$ cat src/rtl/uart_rx_fifo.sv
// Receive-side FWFT buffer behind uart_rx: stores byte plus error flags,
// drained by valid/ready, with level, threshold irq, overflow and drop status.
module uart_rx_fifo #(
  parameter int DEPTH = 16,
  parameter int AW    = 4
) (
  input  logic          clk,
  input  logic          rst,
  input  logic [7:0]    rx_data,
  input  logic          rx_new,
  input  logic          rx_err_crc,
  input  logic          rx_err_frame,
  input  logic          drop_err,
  input  logic          out_ready,
  output logic          out_valid,
  output logic [7:0]    out_data,
  output logic          out_err_crc,
  output logic          out_err_frame,
  output logic [AW:0]   count,
  output logic          full,
  input  logic [AW:0]   thr,
  output logic          thr_irq,
  output logic          overflow,
  input  logic          ovf_clr,
  output logic [7:0]    drop_cnt
);

  localparam logic [AW:0] FULL_CNT = (AW+1)'(DEPTH);

  logic [9:0]    mem_q [DEPTH];
  logic [AW-1:0] wr_ptr_q, wr_ptr_d;
  logic [AW-1:0] rd_ptr_q, rd_ptr_d;
  logic [AW:0]   count_q, count_d;
  logic          thr_irq_q, thr_irq_d;
  logic          ovf_q, ovf_d;
  logic [7:0]    drop_q, drop_d;
  logic          err, drop, pop, push, ovf_set;
  logic [9:0]    head;

  assign out_valid = (count_q != '0);
  assign full      = (count_q == FULL_CNT);
  assign count     = count_q;
  assign thr_irq   = thr_irq_q;
  assign overflow  = ovf_q;
  assign drop_cnt  = drop_q;

  assign head          = mem_q[rd_ptr_q];
  assign out_data      = out_valid ? head[7:0] : 8'h00;
  assign out_err_crc   = out_valid & head[8];
  assign out_err_frame = out_valid & head[9];

  always_comb begin
    err     = rx_err_crc | rx_err_frame;
    drop    = rx_new & drop_err & err;
    pop     = out_valid & out_ready;
    // a pop in the same cycle frees the slot a full FIFO needs
    push    = rx_new & ~drop & (~full | pop);
    ovf_set = rx_new & ~drop & full & ~pop;
  end

  always_comb begin
    wr_ptr_d = wr_ptr_q;
    rd_ptr_d = rd_ptr_q;
    count_d  = count_q;
    if (push) wr_ptr_d = wr_ptr_q + 1'b1;
    if (pop)  rd_ptr_d = rd_ptr_q + 1'b1;
    unique case ({push, pop})
      2'b10:   count_d = count_q + 1'b1;
      2'b01:   count_d = count_q - 1'b1;
      default: count_d = count_q;
    endcase
    thr_irq_d = (thr != '0) && (count_d >= thr);
  end

  always_comb begin
    ovf_d  = ovf_set | (ovf_q & ~ovf_clr);
    drop_d = drop_q;
    if (drop) begin
      if (ovf_clr)             drop_d = 8'h01;
      else if (drop_q != 8'hFF) drop_d = drop_q + 8'h01;
    end else if (ovf_clr) begin
      drop_d = 8'h00;
    end
  end

  always_ff @(posedge clk) begin
    if (rst) begin
      wr_ptr_q  <= '0;
      rd_ptr_q  <= '0;
      count_q   <= '0;
      thr_irq_q <= 1'b0;
      ovf_q     <= 1'b0;
      drop_q    <= 8'h00;
    end else begin
      wr_ptr_q  <= wr_ptr_d;
      rd_ptr_q  <= rd_ptr_d;
      count_q   <= count_d;
      thr_irq_q <= thr_irq_d;
      ovf_q     <= ovf_d;
      drop_q    <= drop_d;
    end
  end

  always_ff @(posedge clk) begin
    if (push && !rst)
      mem_q[wr_ptr_q] <= {rx_err_frame, rx_err_crc, rx_data};
  end

endmodule
$ cat config.mk
export PLATFORM = sky130hd
export DESIGN_NAME = uart_rx_fifo
export DESIGN_NICKNAME = d
export VERILOG_FILES = /design/src/rtl/uart_rx_fifo.sv
export SDC_FILE = /design/constraint.sdc
export NUM_CORES = 1
export LEC_CHECK = 0
export CAP_MARGIN = 20
export CORE_ASPECT_RATIO = 1.25
export CORE_MARGIN = 2
export CORE_UTILIZATION = 36
export DETAILED_ROUTE_END_ITERATION = 10
export HOLD_SLACK_MARGIN = 0.15
export PLACE_DENSITY = 0.53
export SLEW_MARGIN = 20
export SYNTH_ARGS = -nofsm -noshare
export SYNTH_HDL_FRONTEND = slang
export SYNTH_SLANG_ARGS = --single-unit
$ cat constraint.sdc
create_clock -name clk -period 6.53 [get_ports clk]
set_input_delay 1.6325 -clock clk [delete_from_list [all_inputs] [get_ports clk]]
set_output_delay 1.6325 -clock clk [all_outputs]
set_load 0.01 [all_outputs]
==> results.cfg, run 1 <==
[clock_tree]
clock_latency_ns = 0.42
cts.clk_slew.worst_paths_ns = 0.07
cts_resized = 0
clock_path_buffers = 2
htreeDepth = 4
cts_tree = built
cts_sinks = 187
cts_hold_buf = 0
cts_buffers = 17
cts_root_buf = clkbuf_16
postCtsSetupBuffers = 0

[route]
drt_wl_total_um = 16620
vias = 4105
first_iter_violations = 191
drc = 0
ant_nets = 0
wl_per_cell_um = 21.15
via_per_inst = 5.223
drt_first_pass_iters = 4

[timing]
fmax_mhz = 214.7
finalCritPeriodShare = 0.7134
worstMarginPinSlew_ns = 0.8235
finClkSkew_ns = 0.009244
fin_tns_setup_ns = 0
finalCriticalPeriod_ns = 4.658
slew_headroom = 0.4510
hold_violations = 0
rsz0062_at_grt = no
setup_viol = 0
finalMaxSlewViolations = 0

[synthesis]
avgSynthCellArea_sq_um = 17.68
synthMostInstantiatedCell = edfxtp_1
syn_inst = 432
synth.cell_area_sq_um = 7639
yosysWarnings = 0
yosys-top-cells-count = 160 x edfxtp_1, 40 x mux4_2, 33 x nor2_1
synthArstFlopShare = 0
synth_cell_types = 42
synthFlopType = edfxtp_1
ys_seq_area_frac = 0.6998
synth_top_area_share = 0.6290
yosysTopAreaCell = edfxtp_1
synth_nets = 468
ys_ff_latch = 187
synthTopCellsByArea = edfxtp_1 63%, mux4_2 12%, dfxtp_1 7.1%
synth_enable_flop_cells = 160

[final_layout]
nets = 535
diodes = 0
area_growth_syn_to_layout_pct = 19.48
final_cells = 786
layout-drive-gt1-share = 0.2051

[outcome]
outcome = finished clean

[worst_setup_path]
cp-startpoint = rx_err_frame
worstSetupPathType = in -> reg
end_kind = register
worstPathArrival_ns = 4.97
path_max_fanout = 18
worst_setup_path_start_kind = primary input
rr_startpoint = count[0]
required_ns = 6.84

[place]
dp_cells = 754
io_buffers = 47
hpwl_um = 10450
place_congestion = 0.7574

[power]
p_leak_nw = 2.908
p_comb_frac = 0.266
p_int_mw = 2.364
seq_power_share = 0.431
ir_worst_vdd_uv = 281.8
pwr-share-clk = 0.303
p_sw_frac = 0.2837
powerDensity_nw_per_um2 = 361.6
p_sw_mw = 0.9362

[worst_hold_path]
hold_start = overflow
hp-class = reg -> reg

[grt]
grt_max_degree = 28
overflow = 0
antenna_found_initial = 0
grt_pass1_wl_um = 25540
grt_pass1_vias = 4332
grt_use_total = 0.1557

[floorplanning]
die_area_sq_um = 22410
io-pin-count = 48
coreArea_sq_um = 20820
die_x_um = 134.3
die_y_um = 166.9
rows = 59
start_util = 0.3669

[job]
cap_violations = 0
## final timing paths
path	end	slack, ns	depth (start not counted)
max reg2reg	thr_irq	3.22	12
max	thr_irq	1.87	12
min	overflow	0.48	2
min reg2reg	overflow	0.48	2
## power groups by stage
| stage | clock network [mW] | logic (mW) | registers, mW |
|---|---|---|---|
| after floorplan | 0 | 0.622 | 1.39 |
| after global placement | 0 | 0.867 | 1.46 |
| after detailed placement | 0 | 0.890 | 1.45 |
| after CTS | 1.02 | 0.892 | 1.43 |
| after global routing | 1.07 | 0.950 | 1.44 |
| final | 1.00 | 0.878 | 1.42 |
## worst max-delay path: stages
cell	delay, ns
clkdlybuf4s50_1	0.84
o21ai_1	0.31
and2_1	0.27
nor2_1	0.27
ha_1	0.33
a21o_1	0.21
a21oi_1	0.26
a2bb2oi_1	0.18
o221ai_1	0.16
ha_1	0.29
o21ai_0	0.15
a21oi_1	0.06
## final cells by class
class / instances / area [sq um]
clock buffer: 17 / 425.4
fill: 1867 / 11690
multi-input combinational: 217 / 2196
inverter: 10 / 37.54
tap: 274 / 342.8
timing repair buffer: 66 / 625.6
clock inverter: 15 / 147.6
sequential: 187 / 5351
## stage by stage
step	area, sq um	worst slack [ns]	total power, mW	hold slack (ns)	util
after CTS	9124	1.484	3.341	0.4862	0.4383
final	9126	1.872	3.300	0.4836	0.4384
after floorplan	7639	2.547	2.009	0.4591	-
after global placement	8531	1.525	2.326	0.4683	0.4098
after detailed placement	8551	1.428	2.342	0.4737	0.4107
after global routing	9126	1.602	3.458	0.5361	0.4384
## routing by layer
layer,GRT usage,part of all wire,vias to the layer above
met1,0.1906,0.41,2141
met2,0.2737,0.53,116
met5,0,0,-
met4,0.04760,0.0083,0
met3,0.03470,0.047,10
li1,-,-,1838
## placed cells by master (no fill, tap or decap), types with 3 or more instances in the layout
cell and count:
nor3_2 4, buf_4 18, a21oi_1 11, nor2_1 33, inv_1 10, nor2b_1 3, edfxtp_1 160, nand3_1 7
xnor2_1 8, o21ai_0 6, clkdlybuf4s50_1 47, clkinv_2 3, xor2_1 4, mux4_2 40, nand2b_1 6, mux2i_1 22
nor3_1 4, nand2_1 12, ha_1 14, o22ai_1 10, dfxtp_1 24, or3_1 4, clkbuf_16 17, clkinv_1 3
## state kept, by name (all words and copies together) (netlist names), named ones only
name	count
count	5
overflow	1
rd_ptr_q	4
mem_q	160
thr_irq	1
drop_cnt	8
wr_ptr_q	4
## cell families (layout without fill, tap and decap cells)
logic type,after synthesis,in the layout,synth area share
DFF,187,187,0.6998
and+or+nand+nor,86,86,0.05586
muxes,65,65,0.1536
AOI/OAI and AO/OA,39,39,0.03604
buffers and inverters,28,108,0.01540
adders and majority gates,15,15,0.02555
xor gates and xnor gates,12,12,0.01376
(Power assumes the default switching activity.)
==> inputs of run 2 (changes only) <==
clock period = 4.3 ns   (was 6.53 ns; I/O delays follow)
==> run 2 against run 1 <==
  * Global-route usage down 0.87 points
  * Largest power group unchanged
  * Sequential power up 46%
  * Highest routed layer unchanged
  * Count of clock-buffer cells in the layout up 1
  * Routed wire length down 6.7%
  * Sequential share of layout area down 0.48 points
  * Final cell count up 0.89%
==> results.cfg, run 2 (same netlist as run 1, synthesis figures left out) <==
[final_layout]
post-route-cell-area_sq_um = 9195
multi_input_area_sq_um = 2196
final_cell_mix = 160 x edfxtp_1, 47 x clkdlybuf4s50_1, 40 x mux4_2
final-seq-area_sq_um = 5348
layout-drive-gt1-share = 0.2177
area_growth_syn_to_layout_pct = 20.38
regMostFlops = mem_q
post-route-util = 0.4417
nets = 542
nFillCells = 1845
largest_register_ffs = 160
diodes = 0
final_common_cell = edfxtp_1

[worst_setup_path]
critical-path-slowest-cell = nor4_1
rr_worst_depth = 12
r2r-end = thr_irq
path_buf_inv = 1
path_max_fanout = 10
worst-r2r-setup-slack_ns = 1.00
end_kind = output pin
crit_family = simple AND/OR/NAND/NOR gates
worstPathCellList = nor4_1, nand2_2, nand2b_1, o22ai_1, clkdlybuf4s50_1
max_stage_delay_ns = 0.53
rr_startpoint = count[1]
worst_setup_path_start_kind = register
worstSetupPathType = reg -> out
worstPathArrival_ns = 2.78
required_ns = 3.22

[timing]
finClkSkew_ns = 0.01148
finalCriticalPeriod_ns = 3.856
setup_viol = 0
fin_tns_setup_ns = 0
whs_ns = 0.4790
hold_violations = 0
finalMaxSlewViolations = 0
finalCritPeriodShare = 0.8968
slew_headroom = 0.4805
fmax_mhz = 259.3
rsz0062_at_grt = no
worstMarginPinSlew_ns = 0.7782

[floorplanning]
coreArea_sq_um = 20820
io-pin-count = 48
die_x_um = 134.3
die_y_um = 166.9
die_area_sq_um = 22410
rows = 59
start_util = 0.3669

[grt]
overflow = 0
grt_use_total = 0.1470
grt_pass1_vias = 4268
antenna_found_initial = 0
grt_pass1_wl_um = 24340
grt_max_degree = 41

[place]
hpwl_um = 10090
place_congestion = 0.7710
placed_cell_area_sq_um = 8615
io_buffers = 47

[worst_hold_path]
hp-class = reg -> reg
min_path_cells = 2
whs_endpoint = overflow
hold_start = overflow

[clock_tree]
cts.clk_slew.worst_paths_ns = 0.07
cts_sinks = 187
cts_buffers = 17
clock_path_buffers = 2
cts_resized = 0
htreeDepth = 4
cts_root_buf = clkbuf_16
cts_tree = built
cts_hold_buf = 0
clock_latency_ns = 0.43
postCtsSetupBuffers = 0

[power]
powerDensity_nw_per_um2 = 545.4
ir_worst_vdd_uv = 421.8
p_leak_nw = 2.941

[route]
vias = 4030
drc = 0
wl_per_cell_um = 19.56
ant_nets = 0
first_iter_violations = 212
via_per_inst = 5.082
drt_first_pass_iters = 4
drt_wl_total_um = 15510

[job]
cap_violations = 0

[outcome]
outcome = finished clean
[run 2: changes by cell type in the layout (fill, tap and decap cells not counted)]
cell        delta
inv_8          +4
clkbuf_1       +1
buf_12         +1
dfxtp_1        +1
clkinvlp_4     +2
clkinv_2       -3
bufinv_16      -1
buf_4          +6
clkinv_1       -3
dfxtp_4        -1
[run 2: worst max path at each step]
stage	start	end	slack, ns	cells after the start
6_report	count[1]	out_data[5]	0.44	5
5_1_grt	count[1]	out_err_frame	0.25	5
4_1_cts	count[1]	out_err_crc	0.41	5
3_5_place_dp	rx_err_frame	thr_irq	0.38	12
3_3_place_gp	rx_err_frame	thr_irq	0.43	12
2_1_floorplan	rx_err_frame	thr_irq	0.87	11
[run 2: layer usage]
metal | routed length [um] | global-route usage | share of wire
met4 | 99 | 0.04256 | 0.0064
met1 | 6713 | 0.1841 | 0.43
met5 | 0 | 0 | 0
met2 | 8168 | 0.2524 | 0.53
met3 | 532 | 0.03623 | 0.034
[run 2: metrics by stage]
stage | std cells | setup WS (ns) | power [mW]
floorplan | 432 | 0.8749 | 3.051
CTS | 793 | 0.4073 | 5.084
finish | 793 | 0.4438 | 5.015
global placement | 761 | 0.4288 | 3.539
detailed placement | 761 | 0.3793 | 3.551
global route | 793 | 0.2473 | 5.268
[run 2: final cells by class]
type | count | area share
sequential | 187 | 0.5816
multi-input combinational | 217 | 0.2388
timing repair buffer | 73 | 0.07511
clock buffer | 18 | 0.04667
tap | 274 | 0.03728
clock inverter | 14 | 0.01646
inverter | 10 | 0.004082
[run 2: where the power goes]
group | switching [mW] | internal, mW | total, mW
sequential | 0.0552 | 2.02 | 2.07
combinational | 0.684 | 0.730 | 1.41
clock | 0.706 | 0.822 | 1.53
total | 1.45 | 3.57 | 5.02
[run 2: worst register-to-register path, delay by kind of cell (launching register included)]
kind | cells | cell delay, ns
adder cells (fa/ha/maj) | 2 | 0.70
AO/OA/AOI/OAI | 6 | 0.97
AND/OR/NAND/NOR | 4 | 1.14
flip-flops | 1 | 0.38
